==> src/rtl/if_stage_if.sv <==
// Instruction-memory request/response channel between the fetch stage and imem.
interface if_stage_if #(
  parameter int unsigned XLEN = 32
);
  logic            req_valid;
  logic            req_ready;
  logic [XLEN-1:0] req_addr;
  logic            rsp_valid;
  logic [31:0]     rsp_data;

  modport master (
    output req_valid,
    output req_addr,
    input  req_ready,
    input  rsp_valid,
    input  rsp_data
  );

  modport slave (
    input  req_valid,
    input  req_addr,
    output req_ready,
    output rsp_valid,
    output rsp_data
  );
endinterface

==> src/rtl/if_stage.sv <==
// rv32i fetch stage: owns the fetch PC, keeps at most one imem request in flight,
// and feeds the IF/ID register with a one-entry hold buffer for decode stalls.
module if_stage #(
  parameter int unsigned     XLEN      = 32,
  parameter logic [XLEN-1:0] RESET_PC  = '0,
  parameter logic [31:0]     NOP_INSTR = 32'h0000_0013
) (
  input  logic            clk,
  input  logic            rst_n,
  if_stage_if.master      imem,
  input  logic            stall_d,
  input  logic            flush_d,
  input  logic            redirect_valid,
  input  logic [XLEN-1:0] redirect_pc,
  output logic            valid_d,
  output logic [31:0]     instr_d,
  output logic [XLEN-1:0] pc_d,
  output logic [XLEN-1:0] pc_plus4_d
);

  localparam logic [XLEN-1:0] PC_STEP = XLEN'(4);

  typedef enum logic [1:0] {
    S_REQ,
    S_WAIT,
    S_DROP
  } state_t;

  state_t          state;
  logic [XLEN-1:0] pc_f;
  logic [XLEN-1:0] inflight_pc;
  logic            hold_valid;
  logic [31:0]     hold_instr;
  logic [XLEN-1:0] hold_pc;

  logic kill;
  logic req_fire;
  logic rsp_take;

  assign kill           = flush_d | redirect_valid;
  assign imem.req_valid = (state == S_REQ) & ~hold_valid & ~redirect_valid;
  assign imem.req_addr  = pc_f;
  assign req_fire       = imem.req_valid & imem.req_ready;
  assign rsp_take       = (state == S_WAIT) & imem.rsp_valid & ~kill;

  // A killed fetch still owes us a response; S_DROP swallows it so the
  // one-outstanding invariant holds without imem needing a cancel.
  always_ff @(posedge clk) begin
    if (!rst_n) begin
      state       <= S_REQ;
      pc_f        <= RESET_PC;
      inflight_pc <= '0;
    end else begin
      if (redirect_valid)
        pc_f <= {redirect_pc[XLEN-1:2], 2'b00};
      else if (req_fire)
        pc_f <= pc_f + PC_STEP;

      unique case (state)
        S_REQ: begin
          if (req_fire) begin
            inflight_pc <= pc_f;
            state       <= S_WAIT;
          end
        end
        S_WAIT: begin
          if (imem.rsp_valid)
            state <= S_REQ;
          else if (kill)
            state <= S_DROP;
        end
        S_DROP: begin
          if (imem.rsp_valid)
            state <= S_REQ;
        end
        default: state <= S_REQ;
      endcase
    end
  end

  // IF/ID register and hold buffer; the hold buffer can never be full when a
  // response lands because no request issues while it is occupied.
  always_ff @(posedge clk) begin
    if (!rst_n) begin
      valid_d    <= 1'b0;
      instr_d    <= NOP_INSTR;
      pc_d       <= '0;
      pc_plus4_d <= PC_STEP;
      hold_valid <= 1'b0;
      hold_instr <= NOP_INSTR;
      hold_pc    <= '0;
    end else if (kill) begin
      valid_d    <= 1'b0;
      instr_d    <= NOP_INSTR;
      hold_valid <= 1'b0;
    end else if (stall_d) begin
      if (rsp_take) begin
        hold_valid <= 1'b1;
        hold_instr <= imem.rsp_data;
        hold_pc    <= inflight_pc;
      end
    end else if (hold_valid) begin
      valid_d    <= 1'b1;
      instr_d    <= hold_instr;
      pc_d       <= hold_pc;
      pc_plus4_d <= hold_pc + PC_STEP;
      hold_valid <= 1'b0;
    end else if (rsp_take) begin
      valid_d    <= 1'b1;
      instr_d    <= imem.rsp_data;
      pc_d       <= inflight_pc;
      pc_plus4_d <= inflight_pc + PC_STEP;
    end else begin
      valid_d <= 1'b0;
      instr_d <= NOP_INSTR;
    end
  end

endmodule

==> src/flat_wrapper.sv <==
// flat-port wrapper written by rule: the top's interface ports become plain ports
module if_stage_flat 
#(
  parameter int unsigned     XLEN      = 32,
  parameter logic [XLEN-1:0] RESET_PC  = '0,
  parameter logic [31:0]     NOP_INSTR = 32'h0000_0013
)
  (clk, rst_n, stall_d, flush_d, redirect_valid, redirect_pc, valid_d, instr_d, pc_d, pc_plus4_d, imem_req_valid, imem_req_addr, imem_req_ready, imem_rsp_valid, imem_rsp_data);
  if_stage_if #(.XLEN(XLEN)) imem_i ();
  input  logic clk;
  input  logic rst_n;
  input  logic stall_d;
  input  logic flush_d;
  input  logic redirect_valid;
  input  logic [XLEN-1:0] redirect_pc;
  output logic valid_d;
  output logic [31:0] instr_d;
  output logic [XLEN-1:0] pc_d;
  output logic [XLEN-1:0] pc_plus4_d;
  output wire logic [$bits(imem_i.req_valid)-1:0] imem_req_valid;
  output wire logic [$bits(imem_i.req_addr)-1:0] imem_req_addr;
  input wire logic [$bits(imem_i.req_ready)-1:0] imem_req_ready;
  input wire logic [$bits(imem_i.rsp_valid)-1:0] imem_rsp_valid;
  input wire logic [$bits(imem_i.rsp_data)-1:0] imem_rsp_data;
  assign imem_req_valid = imem_i.req_valid;
  assign imem_req_addr = imem_i.req_addr;
  assign imem_i.req_ready = imem_req_ready;
  assign imem_i.rsp_valid = imem_rsp_valid;
  assign imem_i.rsp_data = imem_rsp_data;
  if_stage #(.XLEN(XLEN), .RESET_PC(RESET_PC), .NOP_INSTR(NOP_INSTR)) u_core (.clk(clk), .rst_n(rst_n), .imem(imem_i), .stall_d(stall_d), .flush_d(flush_d), .redirect_valid(redirect_valid), .redirect_pc(redirect_pc), .valid_d(valid_d), .instr_d(instr_d), .pc_d(pc_d), .pc_plus4_d(pc_plus4_d));
endmodule
==> config.mk <==
export PLATFORM = sky130hd
export DESIGN_NAME = if_stage_flat
export DESIGN_NICKNAME = d
export VERILOG_FILES = /design/src/rtl/if_stage_if.sv /design/src/rtl/if_stage.sv /design/src/flat_wrapper.sv
export SDC_FILE = /design/constraint.sdc
export NUM_CORES = 1
export LEC_CHECK = 0
export CAP_MARGIN = 15
export CORE_MARGIN = 1.5
export CORE_UTILIZATION = 56
export CTS_CLUSTER_DIAMETER = 150
export DETAILED_ROUTE_END_ITERATION = 10
export PLACE_DENSITY_LB_ADDON = 0.2
export RECOVER_POWER = 50
export SYNTH_ARGS = -nofsm -noshare
export SYNTH_HDL_FRONTEND = slang
export SYNTH_SLANG_ARGS = --single-unit
export TNS_END_PERCENT = 30
==> constraint.sdc <==
create_clock -name clk -period 4.4 [get_ports clk]
set_input_delay 0.44 -clock clk [delete_from_list [all_inputs] [get_ports clk]]
set_output_delay 0.44 -clock clk [all_outputs]
set_load 0.02 [all_outputs]
==> results.json <==
{
  "wl_met2_mm": 10.9,
  "clk_pin_slew_ns": 0.06,
  "vdd_ir_drop_max_uv": 252,
  "wl_met1_mm": 11.9,
  "rr_startpoint": "u_core.hold_valid",
  "yosys_warnings": 0,
  "grt_overflow": 0,
  "finalHoldViolations": 0,
  "cts_root_buf": "clkbuf_16",
  "cp_data_arrival_time_ns": 3.83,
  "antenna_found_initial": 0,
  "synth.avg_cell_area_um2": 8.08,
  "reg2reg_slack_ns": 1.24,
  "worst_slack_ns": 0.994,
  "setup_viol": 0,
  "tightest_slew_ns": 1.69,
  "fin_skew_ns": 0.00867,
  "critPathKind": "in2reg",
  "power_density_nw_per_um2": 345,
  "portBuffers": 192,
  "status": "finished, violations left",
  "violations": "max-capacitance violations, max-slew violations",
  "synth.cell_area_um2": 9810,
  "initial_core_util": 0.571,
  "hold_end": "u_core.hold_instr[0]",
  "fmax_mhz": 294,
  "dpl_worst_slack_ns": 1.44,
  "finalSetupTns_ns": 0,
  "routabilityCongestion": 0.847,
  "ys_seq_area_frac": 0.445,
  "grt_pass1_wl_mm": 40.7,
  "dp_hpwl_mm": 16.6,
  "relSlewSlack": -0.124,
  "rsz0062_at_grt": "false",
  "wl_met3_mm": 1.83,
  "async_flop_share": 0,
  "ys_seq_elements": 218,
  "layout.nets": 1422,
  "synth_top_area_share": 0.445,
  "highest_layer": "met4",
  "worstHoldStart": "rst_n",
  "clk_path_buf_depth": 3,
  "worstSetupEndpointType": "register",
  "drcViolationCount": 0,
  "slew_viol_final": 58,
  "layout_commonest_cell": "nand2_1",
  "layout_common_cells": "286 x nand2_1, 217 x dfxtp_1, 133 x a21oi_1, 124 x dlygate4sd3_1, 67 x clkdlybuf4s50_1",
  "ys_types": 64,
  "vias": 9160,
  "required_ns": 4.83,
  "grt_pass1_vias": 8105,
  "fp.dieH_um": 135,
  "crit_fanout": 36,
  "drtAntennaViolNets": 0,
  "die_w_um": 135,
  "dr.pass1.iters": 5,
  "area_growth_pct": 27.0,
  "r2r_end": "u_core.pc_plus4_d[21]",
  "viasPerCell": 5.76,
  "num_antenna_cells": 0,
  "max-cap-violations": 2,
  "rr_worst_depth": 5,
  "core_area_um2": 17200,
  "pin_count": 201,
  "synth_area_leaders": "dfxtp_1 45%, nand2_1 11%, a21oi_1 6.8%",
  "cts_tree": "done",
  "start_kind": "input port",
  "post-route-period-util": 0.774,
  "cts_max_level": 1,
  "cts_resized": 0,
  "grt_max_degree": 66,
  "fin_crit_ns": 3.41,
  "grt_use_total": 0.267,
  "std_cell_rows": 48,
  "drt-initial-drc-count": 632,
  "syn_inst": 1213,
  "worstHoldPathType": "in2reg",
  "drive_above_1_share": 0.0608,
  "wl_per_cell_um": 15.7,
  "whs_path_depth": 2,
  "cts_setup_buffers": 0,
  "postCtsHoldBufs": 0,
  "synth_edf_count": 0,
  "synthFlopType": "dfxtp_1",
  "dieArea_um2": 18300,
  "drt-total-wl_mm": 24.9,
  "power_leakage_nw": 4.40,
  "cts_buffers": 22,
  "clk-insertion-delay-late_ns": 0.50,
  "clock_sinks": 218,
  "synth_top_cell_by_area": "dfxtp_1"
}
## final cells by class
type | count | area [um^2]
clock buffer | 29 | 627
multi-input combinational | 894 | 4990
inverter | 7 | 28.8
timing repair buffer | 206 | 2010
fill | 1404 | 4730
tap | 225 | 282
clock inverter | 11 | 145
sequential | 218 | 4370
## how the worst max path moves through the flow
stage / start / end / slack [ns] / cells past startpoint
after global placement: stall_d / u_core.pc_plus4_d[15] / 1.50 / 6
after CTS: u_core.hold_valid / imem_req_valid / 1.30 / 2
final: redirect_valid / u_core.hold_instr[15] / 0.99 / 7
after global routing: redirect_valid / u_core.hold_instr[15] / 0.76 / 7
after floorplan: u_core.hold_valid / u_core.pc_plus4_d[10] / 1.66 / 12
after detailed placement: redirect_valid / u_core.imem.req_addr[27] / 1.44 / 7
## critical path, cell delays in order
cell and delay (ns):
dlygate4sd3_1 0.58, clkbuf_1 1.14, nor2_1 0.33, nand3_2 0.58
buf_4 0.45, nand2_1 0.13, a21oi_1 0.17
## power by group
| part | internal (mW) | switching [mW] | total, mW |
|---|---|---|---|
| Combinational | 0.128 | 0.163 | 0.291 |
| Clock | 1.18 | 0.777 | 1.96 |
| Sequential | 2.00 | 0.0442 | 2.05 |
## logic make-up (layout without fill, tap and decap cells)
family,Yosys count,after routing,synth area share
AND/OR/NAND/NOR,508,508,0.235
AO/OA/AOI/OAI,295,295,0.181
flip-flops,218,218,0.445
buffers and inverters,106,253,0.0503
multiplexers,74,74,0.0777
XOR/XNOR,9,9,0.00804
adder cells (fa/ha/maj),2,2,0.00255
other,1,6,0.000382
## routing by layer
| layer | GRT usage | vias up |
|---|---|---|
| met4 | 0.0514 | 0 |
| met1 | 0.399 | 4238 |
| met3 | 0.0408 | 25 |
| met2 | 0.409 | 345 |
| li1 | - | 4552 |
| met5 | 0 | - |
## state kept, by name, summed over array words and instances (netlist names)
register	flops
u_core.hold_instr	32
u_core.hold_pc	30
u_core.hold_valid	1
u_core.imem.req_addr	30
u_core.inflight_pc	30
u_core.instr_d	32
u_core.pc_d	30
u_core.pc_plus4_d	30
u_core.state	2
u_core.valid_d	1
## through the flow
step / util / std cells / power (mW) / hold WS (ns) / instance area, um^2
finish: 0.725 / 1590 / 4.30 / 0.314 / 12500
floorplan: - / 1218 / 2.24 / 0.433 / 9830
global route: 0.725 / 1590 / 4.43 / 0.314 / 12500
CTS: 0.726 / 1590 / 4.32 / 0.300 / 12500
detailed placement: 0.681 / 1550 / 2.38 / 0.441 / 11700
global placement: 0.681 / 1550 / 2.38 / 0.431 / 11700
## cell usage after synthesis (all sizes together), types with 3 or more instances
cell and instances:
a211oi 26, a21o 5, a21oi 133, a221oi 4, a22oi 11, a31oi 9
a32oi 5, a41oi 4, and2 5, and3 11, and4 4, buf 39
clkbuf 60, dfxtp 218, inv 7, mux2 17, mux2i 57, nand2 286
nand2b 3, nand3 64, nand3b 9, nand4 25, nand4b 5, nor2 65
nor3 13, nor4 8, o211ai 7, o21ai 61, o311ai 7, o31a 4
o31ai 4, or3 3, or4 4, xnor2 6, xor2 3
No activity file was read; power rests on OpenSTA's default activity.
